**src/rtl/input_debouncer_pkg.sv**
```systemverilog
// Shared debounce constants: 1 ms window at 50 MHz for silicon, short window for benches.
`timescale 1ns/1ps
package input_debouncer_pkg;

    localparam int DEBOUNCE_CNT_1MS = 50000;
    localparam int SIM_DEBOUNCE_CNT = 4;

endpackage

```
**src/rtl/sync_2ff.sv**
```systemverilog
// Two-flop synchroniser for one asynchronous level; 2-cycle latency, no backpressure.
`timescale 1ns/1ps
module sync_2ff (
    input  logic clk,
    input  logic rst,
    input  logic d,
    output logic q
);

    logic s1;

    always_ff @(posedge clk) begin
        if (rst) begin
            s1 <= 1'b0;
            q  <= 1'b0;
        end else begin
            s1 <= d;
            q  <= s1;
        end
    end

endmodule

```
**src/rtl/input_debouncer.sv**
```systemverilog
// Per-bit button debouncer: output follows the synchronised input after CNT_MAX stable cycles
// (CNT_MAX+2 edges from raw change). Optional rise/fall pulses under `DEBOUNCE_PULSE_EN.
`timescale 1ns/1ps
module input_debouncer
    import input_debouncer_pkg::*;
#(
    parameter int WIDTH   = 2,
    parameter int CNT_MAX = DEBOUNCE_CNT_1MS
) (
    input  logic             clk,
    input  logic             rst,
    input  logic [WIDTH-1:0] btn_in,
    output logic [WIDTH-1:0] btn_out,
    output logic             busy,
    output logic [WIDTH-1:0] rise,
    output logic [WIDTH-1:0] fall
);

    localparam int                CNT_W    = $clog2(CNT_MAX);
    localparam logic [CNT_W-1:0]  CNT_LAST = CNT_W'(CNT_MAX - 1);

    logic [WIDTH-1:0] sync;
    logic [WIDTH-1:0] out_nxt;
    logic [CNT_W-1:0] cnt     [WIDTH];
    logic [CNT_W-1:0] cnt_nxt [WIDTH];
    logic             busy_nxt;

    for (genvar g = 0; g < WIDTH; g++) begin : g_sync
        sync_2ff u_sync (
            .clk (clk),
            .rst (rst),
            .d   (btn_in[g]),
            .q   (sync[g])
        );
    end

    // Any cycle where the synchronised level matches the output restarts the window.
    always_comb begin
        out_nxt  = btn_out;
        busy_nxt = 1'b0;
        for (int i = 0; i < WIDTH; i++) begin
            cnt_nxt[i] = '0;
            if (sync[i] != btn_out[i]) begin
                if (cnt[i] == CNT_LAST) begin
                    out_nxt[i] = sync[i];
                end else begin
                    cnt_nxt[i] = cnt[i] + CNT_W'(1);
                end
            end
            busy_nxt = busy_nxt | (cnt_nxt[i] != '0);
        end
    end

    always_ff @(posedge clk) begin
        if (rst) begin
            btn_out <= '0;
            busy    <= 1'b0;
            for (int i = 0; i < WIDTH; i++) begin
                cnt[i] <= '0;
            end
        end else begin
            btn_out <= out_nxt;
            busy    <= busy_nxt;
            for (int i = 0; i < WIDTH; i++) begin
                cnt[i] <= cnt_nxt[i];
            end
        end
    end

`ifdef DEBOUNCE_PULSE_EN
    always_ff @(posedge clk) begin
        if (rst) begin
            rise <= '0;
            fall <= '0;
        end else begin
            rise <= out_nxt & ~btn_out;
            fall <= ~out_nxt & btn_out;
        end
    end
`else
    assign rise = '0;
    assign fall = '0;
`endif

endmodule
```
**config.mk**
```make
export PLATFORM = sky130hd
export DESIGN_NAME = input_debouncer
export DESIGN_NICKNAME = d
export VERILOG_FILES = /design/src/rtl/input_debouncer_pkg.sv /design/src/rtl/sync_2ff.sv /design/src/rtl/input_debouncer.sv
export SDC_FILE = /design/constraint.sdc
export NUM_CORES = 1
export LEC_CHECK = 0
export CAP_MARGIN = 20
export CORE_UTILIZATION = 55
export CTS_BUF_LIST = sky130_fd_sc_hd__clkbuf_8
export CTS_CLUSTER_DIAMETER = 40
export DETAILED_ROUTE_END_ITERATION = 16
export PLACE_DENSITY = 0.83
export SLEW_MARGIN = 20
export SYNTH_ARGS = -nofsm -noshare
export SYNTH_HDL_FRONTEND = slang
export SYNTH_HIERARCHICAL = 1
export SYNTH_SLANG_ARGS = --single-unit
```
**constraint.sdc**
```tcl
create_clock -name clk -period 1.74 [get_ports clk]
set_input_delay 0.261 -clock clk [delete_from_list [all_inputs] [get_ports clk]]
set_output_delay 0.261 -clock clk [all_outputs]
set_load 0.02 [all_outputs]
```
==> impl_metrics.yaml <==
drt:
  firstDrtPassIters: 5
  drtIter0Drc: 222
  viasPerCell: 6.16
  wl_um: 6280
  vias: 2083
  routedWlPerCell_um: 18.6
  drc: 0
  final_antenna_net_count: 0
worst_setup_path:
  required_ns: 1.91
  cp-startpoint: "cnt[0][10]"
  rr_worst_depth: 7
  end_kind: "flop"
  endpoint: "busy"
  worst_path_max_delay_cell: "nor4b_1"
  worstSetupPathDepth: 7
  worstPathArrival_ns: 2.30
  slowest_delay_ns: 0.41
  worstSetupStartpointType: "flop"
  crit_family: "simple AND/OR/NAND/NOR gates"
  worst_r2r_startpoint: "cnt[0][10]"
  crit_path_cell_trace: "buf_4 -> nor4b_1 -> nand4_1 -> nand2_1 -> o221ai_1 -> a211oi_1 -> o221ai_1"
  crit_path_frequent_cell: "o221ai_1"
  cp_num_buf_inv: 1
  cp_max_fo: 6
  r2r_slack_ns: -0.38
  r2r-end: "busy"
  crit_type: "flop to flop"
outcome:
  failed_checks: "setup timing"
  status: "finished with violations"
cells_and_area:
  regArea_um2: 812
  area_delta_synth_final_pct: 35.3
  fin_cells: 338
  nFillCells: 171
  nNetsFinal: 297
  multi_input_comb_area_mm2: 0.00128
  drive_above_1_share_pct: 34.2
  diodes: 0
grt:
  grt_use_total_pct: 28.5
  grt_max_degree: 14
  grt_pass1_wl_um: 8590
  antenna_found_initial: 0
  grt-ovfl-total: 0
  grt_pass1_vias: 1887
clock_network:
  cts.clk_slew.worst_paths_ns: 0.09
  postCtsHoldBufs: 0
  clock_path_buffers: 2
  clockRootBuffer: "clkbuf_8"
  clock_sinks: 39
  clk_latency_ns: 0.31
  cts_tree: "yes"
  cts_made_buffers: 5
  htreeDepth: 2
logic_synthesis:
  synth_common_cells: "39 x dfxtp_1, 38 x nor2_1, 22 x xnor2_1"
  netlist.area_leader.share_pct: 38.6
  yosys_warnings: 6
  synth.yosys.seq_area_share_pct: 38.6
  ys_ff_latch: 39
  synth_area_per_cell_um2: 8.67
  synth_cells: 233
  synth_edf_count: 0
  syn_area_mm2: 0.00202
  post-synth-top-count-cell: "dfxtp_1"
  async_reset_ff_share_pct: 0
  yosysUniqueCellTypes: 46
  yosysTopAreaCell: "dfxtp_1"
  yosys_most_used_dff: "dfxtp_1"
  ys_top_cells_by_area: "dfxtp_1 39%, xnor2_1 9.5%, nor2_1 7.1%, xor2_1 3.9%, nand4_1 2.8%"
min_path:
  holdPathStages: 1
  hold_start: "g_sync[0].u_sync/s1"
  hold_path_class: "flop to flop"
placement:
  dp_hpwl_um: 3640
  portBuffers: 6
  dp.cells: 325
  pre_cts_slack_ns: -0.205
  place_congestion: 0.886
sta:
  period_share_pct: 122
  hold_viol: 0
  max_freq_mhz: 471
  skew_ns: 0.0111
  min_period_ns: 2.12
  setup_viol: 16
  rsz0062_at_grt: "yes"
  slew_violations: 0
  worst_slack_ns: -0.384
power:
  ir_drop_uv: 923
  power_density_mw_per_mm2: 573
  power_leakage_nw: 1.04
floorplan:
  start_util_pct: 59.2
  die_h_um: 62.6
  chipWidth_um: 62.6
  dieArea_mm2: 0.00392
  row_count: 21
  io_pins: 11
  coreArea_mm2: 0.00342
run:
  max_cap_violations: 0
-- power breakdown --
group          switching (mW)  internal (mW)
clock                   0.344          0.270
combinational          0.0347         0.0240
sequential            0.00500          0.888
total                   0.384           1.18
-- metrics by stage --
stage | hold slack [ns] | power [mW] | utilization (%) | TNS, ns | cell area (µm²)
floorplan | 0.324 | 0.950 | - | -0.0288 | 2120
global placement | 0.429 | 0.967 | 74.0 | -0.104 | 2530
detailed placement | 0.431 | 0.969 | 74.0 | -0.205 | 2530
CTS | 0.455 | 1.55 | 76.7 | -0.149 | 2620
global route | 0.484 | 1.60 | 80.0 | -3.60 | 2730
finish | 0.464 | 1.57 | 80.0 | -2.03 | 2730
-- routing by layer --
metal  track usage, %  vias to the layer above  wire (µm)
met1             34.5                      973       2420
met2             45.4                      145       2950
li1                 -                      929          -
met3             7.85                       36        624
met5                0                        -          0
met4             16.3                        0        281
-- flip-flops by register name, indices dropped and copies added (netlist names) --
| signal | flops |
|---|---|
| cnt | 32 |
| btn_out | 2 |
| g_sync.u_sync/q | 2 |
| g_sync.u_sync/s1 | 2 |
| busy | 1 |
-- repair_timing --
item                                    CTS  global route
pin swaps                                 3             8
endpoints found under the setup margin    1            31
gates resized for setup                   5            18
buffers inserted                          0             5
-- cell usage in the layout, fill, tap and decap left out, types with 3 or more instances in the layout --
cell type / n
buf_4: 54
nor2_1: 36
dfxtp_1: 28
xnor2_1: 22
nand2_1: 12
xor2_1: 9
nand4_1: 9
nand3_1: 9
inv_1: 9
and3_1: 7
dfxtp_4: 7
clkdlybuf4s50_1: 6
nor2b_1: 5
nor3_1: 5
clkbuf_8: 5
nor4_2: 4
o21ai_0: 4
conb_1: 4
dfxtp_2: 4
nor2_2: 3
nor3_2: 3
mux2i_1: 3
o221ai_1: 3
a211oi_1: 3
-- final cells by class --
class,instances,share of cell area (%)
clock buffers,5,2.52
clock inverters,3,0.458
inverters,7,0.961
multi-input cells,177,46.8
flip-flops and latches,39,29.7
well taps,46,2.11
repair buffers,61,17.4
-- worst reg2reg max path, stage by stage (launching register included) --
cell,delay [ns]
dfxtp_1,0.35
buf_4,0.17
nor4b_1,0.41
nand4_1,0.27
nand2_1,0.19
o221ai_1,0.18
a211oi_1,0.30
o221ai_1,0.14
-- logic make-up after synthesis --
family,count (synthesis),synth area share [%]
DFF,39,38.6
adders and majority gates,2,1.24
and+or+nand+nor,115,32.3
xor gates and xnor gates,31,13.4
other,1,0.186
muxes,4,2.04
AOI/OAI and AO/OA,21,7.43
buffers and inverters,20,4.77
-- worst min path at each step --
stage	to	slack, ns
after global placement	g_sync[1].u_sync/q	0.43
after floorplan	cnt[0][2]	0.32
after global routing	g_sync[0].u_sync/q	0.48
after CTS	g_sync[1].u_sync/q	0.46
after detailed placement	g_sync[1].u_sync/q	0.43
final	g_sync[0].u_sync/q	0.46
No activity file was read; power rests on OpenSTA's default activity.
